File: src/rtl/sdram_size_probe.sv
`timescale 1ns/1ps
`default_nettype none
// ============================================================================
//  Module   : sdram_size_probe
//  Brief    : Post-ready SDRAM size probe (alias-sensitive write/read-back),
//             then a continuous background zero-fill of the whole array.
//  Revision : 1.0
// ============================================================================

module sdram_size_probe #(
  parameter int CLR_AW  = 25,
  parameter int CLR_GAP = 32,
  parameter int TIMEOUT = 4095
) (
  input  logic        i_clk_sys,
  input  logic        i_reset,
  input  logic        i_sd_ready,
  input  logic [15:0] i_sd_dout,
  output logic [26:0] o_sd_addr,
  output logic [15:0] o_sd_din,
  output logic        o_sd_we,
  output logic        o_sd_rd,
  output logic [15:0] o_cfg,
  output logic        o_pass_done
);

  localparam int c_GAP_W = $clog2(CLR_GAP);
  localparam int c_TO_W  = $clog2(TIMEOUT + 1);

  localparam logic [3:0] S_WAIT = 4'd0;
  localparam logic [3:0] S_W0   = 4'd1;
  localparam logic [3:0] S_W1   = 4'd2;
  localparam logic [3:0] S_W2   = 4'd3;
  localparam logic [3:0] S_W3   = 4'd4;
  localparam logic [3:0] S_R0   = 4'd5;
  localparam logic [3:0] S_R1   = 4'd6;
  localparam logic [3:0] S_R2   = 4'd7;
  localparam logic [3:0] S_FIN  = 4'd8;
  localparam logic [3:0] S_FILL = 4'd9;

  logic [3:0]         r_state;
  logic [3:0]         w_state_nxt;
  logic               r_we;
  logic               r_rd;
  logic [26:0]        r_addr;
  logic [15:0]        r_din;
  logic [15:0]        r_cfg;
  logic               r_wrap;
  logic               r_pass;
  logic [c_GAP_W-1:0] r_cnt;
  logic [CLR_AW-1:0]  r_faddr;
  logic [c_TO_W-1:0]  r_tcnt;

  logic               w_probe;
  logic               w_ok;
  logic               w_wait;
  logic               w_tout;
  logic               w_fill_wr;
  logic               w_we;
  logic               w_rd;
  logic [26:0]        w_addr;
  logic [15:0]        w_din;
  logic [15:0]        w_cfg;

  // The cycle a strobe is on the bus is the dead cycle: ready is ignored there.
  assign w_probe   = (r_state >= S_W0) && (r_state <= S_FIN);
  assign w_ok      = i_sd_ready && !(r_we || r_rd);
  assign w_wait    = !i_sd_ready && !(r_we || r_rd);
  assign w_tout    = w_probe && w_wait && (r_tcnt == c_TO_W'(TIMEOUT - 1));
  assign w_fill_wr = (r_state == S_FILL) && (r_cnt == c_GAP_W'(CLR_GAP - 1)) && i_sd_ready;

  always_ff @(posedge i_clk_sys or posedge i_reset) begin
    if (i_reset) r_state <= S_WAIT;
    else         r_state <= w_state_nxt;
  end

  always_comb begin
    w_state_nxt = r_state;
    case (r_state)
      S_WAIT: if (i_sd_ready) w_state_nxt = S_W0;
      S_W0, S_W1, S_W2, S_W3, S_R0, S_R1, S_R2: begin
        if (w_ok)        w_state_nxt = r_state + 4'd1;
        else if (w_tout) w_state_nxt = S_FILL;
      end
      S_FIN: if (w_ok || w_tout) w_state_nxt = S_FILL;
      default: w_state_nxt = S_FILL;
    endcase
  end

  always_comb begin
    w_we   = 1'b0;
    w_rd   = 1'b0;
    w_addr = r_addr;
    w_din  = r_din;
    w_cfg  = r_cfg;
    case (r_state)
      S_W0: if (w_ok) begin w_we = 1'b1; w_addr = 27'h4000000; w_din = 16'd3128;  end
      S_W1: if (w_ok) begin w_we = 1'b1; w_addr = 27'h2000000; w_din = 16'd2064;  end
      S_W2: if (w_ok) begin w_we = 1'b1; w_addr = 27'h0000000; w_din = 16'd1032;  end
      S_W3: if (w_ok) begin w_we = 1'b1; w_addr = 27'h1000000; w_din = 16'd12345; end
      S_R0: if (w_ok) begin w_rd = 1'b1; w_addr = 27'h4000000; end
      S_R1: if (w_ok) begin
        w_rd     = 1'b1;
        w_addr   = 27'h2000000;
        w_cfg[2] = (i_sd_dout == 16'd3128);
      end
      S_R2: if (w_ok) begin
        w_rd     = 1'b1;
        w_addr   = 27'h0000000;
        w_cfg[1] = (i_sd_dout == 16'd2064);
      end
      S_FIN: if (w_ok) begin
        w_cfg[0]  = (i_sd_dout == 16'd1032);
        w_cfg[15] = 1'b1;
      end
      S_FILL: if (w_fill_wr) begin
        w_we   = 1'b1;
        w_addr = 27'(r_faddr);
        w_din  = 16'd0;
      end
      default: ;
    endcase
    if (w_tout) begin
      w_cfg[2:0] = 3'b000;
      w_cfg[14]  = 1'b1;
      w_cfg[15]  = 1'b1;
    end
  end

  always_ff @(posedge i_clk_sys or posedge i_reset) begin
    if (i_reset) begin
      r_we    <= 1'b0;
      r_rd    <= 1'b0;
      r_addr  <= '0;
      r_din   <= '0;
      r_cfg   <= '0;
      r_wrap  <= 1'b0;
      r_pass  <= 1'b0;
      r_cnt   <= '0;
      r_faddr <= '0;
      r_tcnt  <= '0;
    end else begin
      r_we   <= w_we;
      r_rd   <= w_rd;
      r_addr <= w_addr;
      r_din  <= w_din;
      r_cfg  <= w_cfg;
      r_cnt  <= r_cnt + c_GAP_W'(1);
      if (w_fill_wr) r_faddr <= r_faddr + CLR_AW'(1);
      // Wrap flag rides with the strobe; the pulse lands one cycle later.
      r_wrap <= w_fill_wr && (&r_faddr);
      r_pass <= r_wrap;
      if (!w_probe || w_ok) r_tcnt <= '0;
      else if (w_wait)      r_tcnt <= r_tcnt + c_TO_W'(1);
    end
  end

  assign o_sd_we     = r_we;
  assign o_sd_rd     = r_rd;
  assign o_sd_addr   = r_addr;
  assign o_sd_din    = r_din;
  assign o_cfg       = r_cfg;
  assign o_pass_done = r_pass;

endmodule

`default_nettype wire

File: config.mk
export PLATFORM = sky130hd
export DESIGN_NAME = sdram_size_probe
export DESIGN_NICKNAME = d
export VERILOG_FILES = /design/src/rtl/sdram_size_probe.sv
export SDC_FILE = /design/constraint.sdc
export NUM_CORES = 1
export LEC_CHECK = 0
export ABC_CLOCK_PERIOD_IN_PS = 3230
export BUFFER_PORTS_ARGS = -buffer_cell sky130_fd_sc_hd__buf_2
export CORE_AREA = 2 2 97 99
export CTS_BUF_LIST = sky130_fd_sc_hd__clkbuf_2
export DETAILED_ROUTE_END_ITERATION = 10
export DIE_AREA = 0 0 99 101
export MAX_ROUTING_LAYER = met4
export PLACE_DENSITY = 0.66
export SLEW_MARGIN = 5
export SYNTH_ARGS = -nofsm -noshare
export SYNTH_HDL_FRONTEND = slang
export SYNTH_SLANG_ARGS = --single-unit
export TNS_END_PERCENT = 1
File: constraint.sdc
create_clock -name i_clk_sys -period 3.23 [get_ports i_clk_sys]
set_clock_uncertainty 0.2 [all_clocks]
set_input_delay 0.4845 -clock i_clk_sys [delete_from_list [all_inputs] [get_ports i_clk_sys]]
set_output_delay 0.4845 -clock i_clk_sys [all_outputs]
set_load 0.02 [all_outputs]
==> key figures <==
Power
  – Cell Pwr Density: 385 nW/um2
  – Net Sw Frac: 26.6%
  – VDD IR max: 0.184 mV
  – Int Pwr: 1.33 mW
  – Flop pwr share: 61.6%
  – Clock power share: between 30% and 40%
  – Net switching power: 0.481 mW
  – LEAKAGE: 2.36 nW
  – Logic pwr share: ~4.5%

Layout
  – Layout overhead on the synthesized area: 12.1%
  – Final #Nets: 471
  – Fin cells: roughly 560
  – Fillers: 819
  – Ratio of cells with drive above 1 in the final layout: approximately a quarter
  – N_diodes: 0

Timing
  – Final setup vio count: 0
  – RSZ-0062 raised after global routing: no
  – Slew @ Worst Pin: between 0.5 and 0.6 ns
  – Setup TNS: 0 ns
  – WHS: 0.0477 ns
  – Final hold vios: 0
  – Rel. slew slack: 64.5%
  – Max-slew violation count: 0
  – Final period demand of the worst path: 2.50 ns
  – Tcrit/Tclk final: 77.3%
  – FMAX: approximately 400 MHz

Critical path
  – Worst r2r src: r_state[1]$_DFFE_PP0P_
  – Nature of the critical path endpoint: flip-flop
  – R2r setup slk: approximately 0.73 ns
  – Max FO, Critical Path: 30
  – Data required, critical path: 3.50 ns
  – Critical path launch point type: flip-flop
  – Crit path DAT: 2.77 ns
  – R2R depth: 8
  – CP startpoint: r_state[1]$_DFFE_PP0P_
  – Type of the worst setup path: flip-flop to flip-flop

Die
  – Core ar.: 8980 um2
  – Die footprint: between 9000 and 10,000 um2
  – Die Y: slightly above 100 um
  – Initial core utilization: a little under half
  – Die width: 99 um
  – Row count: 35
  – I/O pin cnt: 81

Min path
  – Hold path depth: 4
  – Worst hold path class: input port to flip-flop
  – Hold_sp: i_sd_dout[5]

Place
  – # placed instances: 539
  – Routability cong.: 0.885
  – # port buffers: 61
  – DP Wirelength: 5.62 mm

Route
  – Routed Antenna Nets: 0
  – Avg WL per Cell: 14.5 um
  – Vias: 2,907
  – Iteration-0 DRC Markers: 142
  – Drt drc: 0
  – Final WL: 8.11 mm
  – First-pass DRT Iterations: 4
  – Vias per inst: 5.21

Global routing
  – Vias in the first global route: 2,780
  – Largest net degree at the start of global routing: ~90
  – Total track usage: 17.8%
  – First-pass GRT wire length: about 14 mm
  – Antenna violations before repair: 0
  – Total gr overflow: 0

Synth
  – Post-synth EDFFs: 0
  – Top cells by area, synth: dfrtp_1, a22o_1, buf_4
  – Synthesized area: 4190 um2
  – Part of the Yosys area used for sequential elements: 52.6%
  – Ys async rst share: 100%
  – Yosys Warn Count: 0
  – Top-area cell type share of the netlist area: 52.6%
  – Synth area leader: dfrtp_1
  – Synth Register Bits: 88
  – Most frequent cells after synthesis: dfrtp_1, nand2_1, a22o_1
  – Syn Area/Cell: 11.1 um2
  – Cells after Synth: 377
  – Count leader, synth: dfrtp_1
  – Yosys cell types: 55
  – Commonest register cell after synthesis: dfrtp_1

Run
  – Max-Cap Viols: 0

Clocking
  – Post CTS Setup Buffer Count: 0
  – H-tree levels: 3
  – CTS buffer count: 9
  – Clock Tree Buf Depth: 2
  – Root buffer cell: clkbuf_2
  – Sink Count: 88
  – CTS tree: built
  – Clk_lat worst skew: 0.57 ns
  – Clock slew at reported path FFs: 0.26 ns

Status
  – Status: finished, final reports clean
==> cell type report <==
type                    instances  area, um2  share of cell area, %
inverters                      12       46.3                  0.986
multi-input cells             262       1790                   38.2
clock inverters                 7       83.8                   1.79
flip-flops and latches         88       2200                   46.9
well taps                     111        139                   2.96
repair buffers                 69        385                   8.21
clock buffers                   9       45.0                  0.959
==> routing by layer <==
metal  part of all wire, %  track usage [%]  wire length (um)
met1                    51             25.7              4140
met2                    44             24.8              3560
met3                   3.1             3.68               253
met4                   1.9             6.32               155
met5                     0                -                 0
==> flip-flops by register name (all words and copies together) (netlist names) <==
signal,flops
o_cfg,5
r_state,4
o_sd_we,1
o_sd_rd,1
r_tcnt,12
o_sd_addr,27
o_sd_din,6
r_cnt,5
r_wrap,1
r_faddr,25
o_pass_done,1
==> layout by cell type, fill, tap and decap left out, types with 9 or more instances in the layout <==
cell type / n
a21oi_1: 9
a22o_1: 24
buf_2: 61
clkbuf_2: 9
conb_1: 19
dfrtp_1: 88
ha_1: 10
inv_1: 11
nand2_1: 29
nand3_1: 15
nand4_1: 13
nor2_1: 20
o21ai_0: 13
xnor2_1: 18
xor2_1: 14
==> worst paths after layout <==
kind	endpoint
hold / removal	o_cfg[2]$_DFFE_PP0P_
setup reg to reg	o_sd_addr[24]$_DFFE_PP0P_
setup / recovery	o_sd_addr[24]$_DFFE_PP0P_
min in group asynchronous	r_faddr[11]$_DFFE_PP0P_
max in group asynchronous	r_state[0]$_DFFE_PP0P_
hold reg to reg	o_pass_done$_DFF_PP0_
==> repair_timing <==
action	4_1_cts	5_1_grt
endpoints found under the hold margin	89	0
gates resized for setup	0	0
hold buffers	3	0
==> critical path, stage by stage, from the launching register on <==
cell and delay, ns:
dfrtp_1 0.49, inv_1 0.10, ha_1 0.29, a2111oi_0 0.45, and2b_4 0.28, nor2_2 0.07, buf_4 0.31, a211oi_1 0.09
a21oi_1 0.14
==> logic make-up (layout without fill, tap and decap cells) <==
family | after synthesis | in the layout | synth area share, %
buffers and inverters | 45 | 97 | 6.33
adders and majority gates | 10 | 10 | 2.99
DFF | 88 | 88 | 52.6
other | 1 | 19 | 0.0895
AOI/OAI and AO/OA | 63 | 63 | 10.8
muxes | 4 | 4 | 1.08
xor gates and xnor gates | 32 | 32 | 6.69
and+or+nand+nor | 134 | 134 | 19.5
==> metrics by stage <==
stage / util, % / cell area [um2] / setup slack (ns) / power (mW)
6_report: 52.3 / 4700 / 0.732 / 1.81
2_1_floorplan: - / 4260 / 0.267 / 1.20
3_3_place_gp: 50.5 / 4540 / 0.836 / 1.21
3_5_place_dp: 50.5 / 4540 / 0.794 / 1.21
5_1_grt: 52.3 / 4700 / 0.515 / 1.89
4_1_cts: 52.3 / 4700 / 0.753 / 1.82
==> power by group through the flow <==
stage | registers [mW] | clock network, mW | logic (mW)
global route | 1.12 | 0.680 | 0.0914
CTS | 1.12 | 0.624 | 0.0819
floorplan | 1.14 | 0 | 0.0613
global placement | 1.13 | 0 | 0.0783
finish | 1.12 | 0.613 | 0.0806
detailed placement | 1.13 | 0 | 0.0793
No activity file was read; power rests on OpenSTA's default activity.
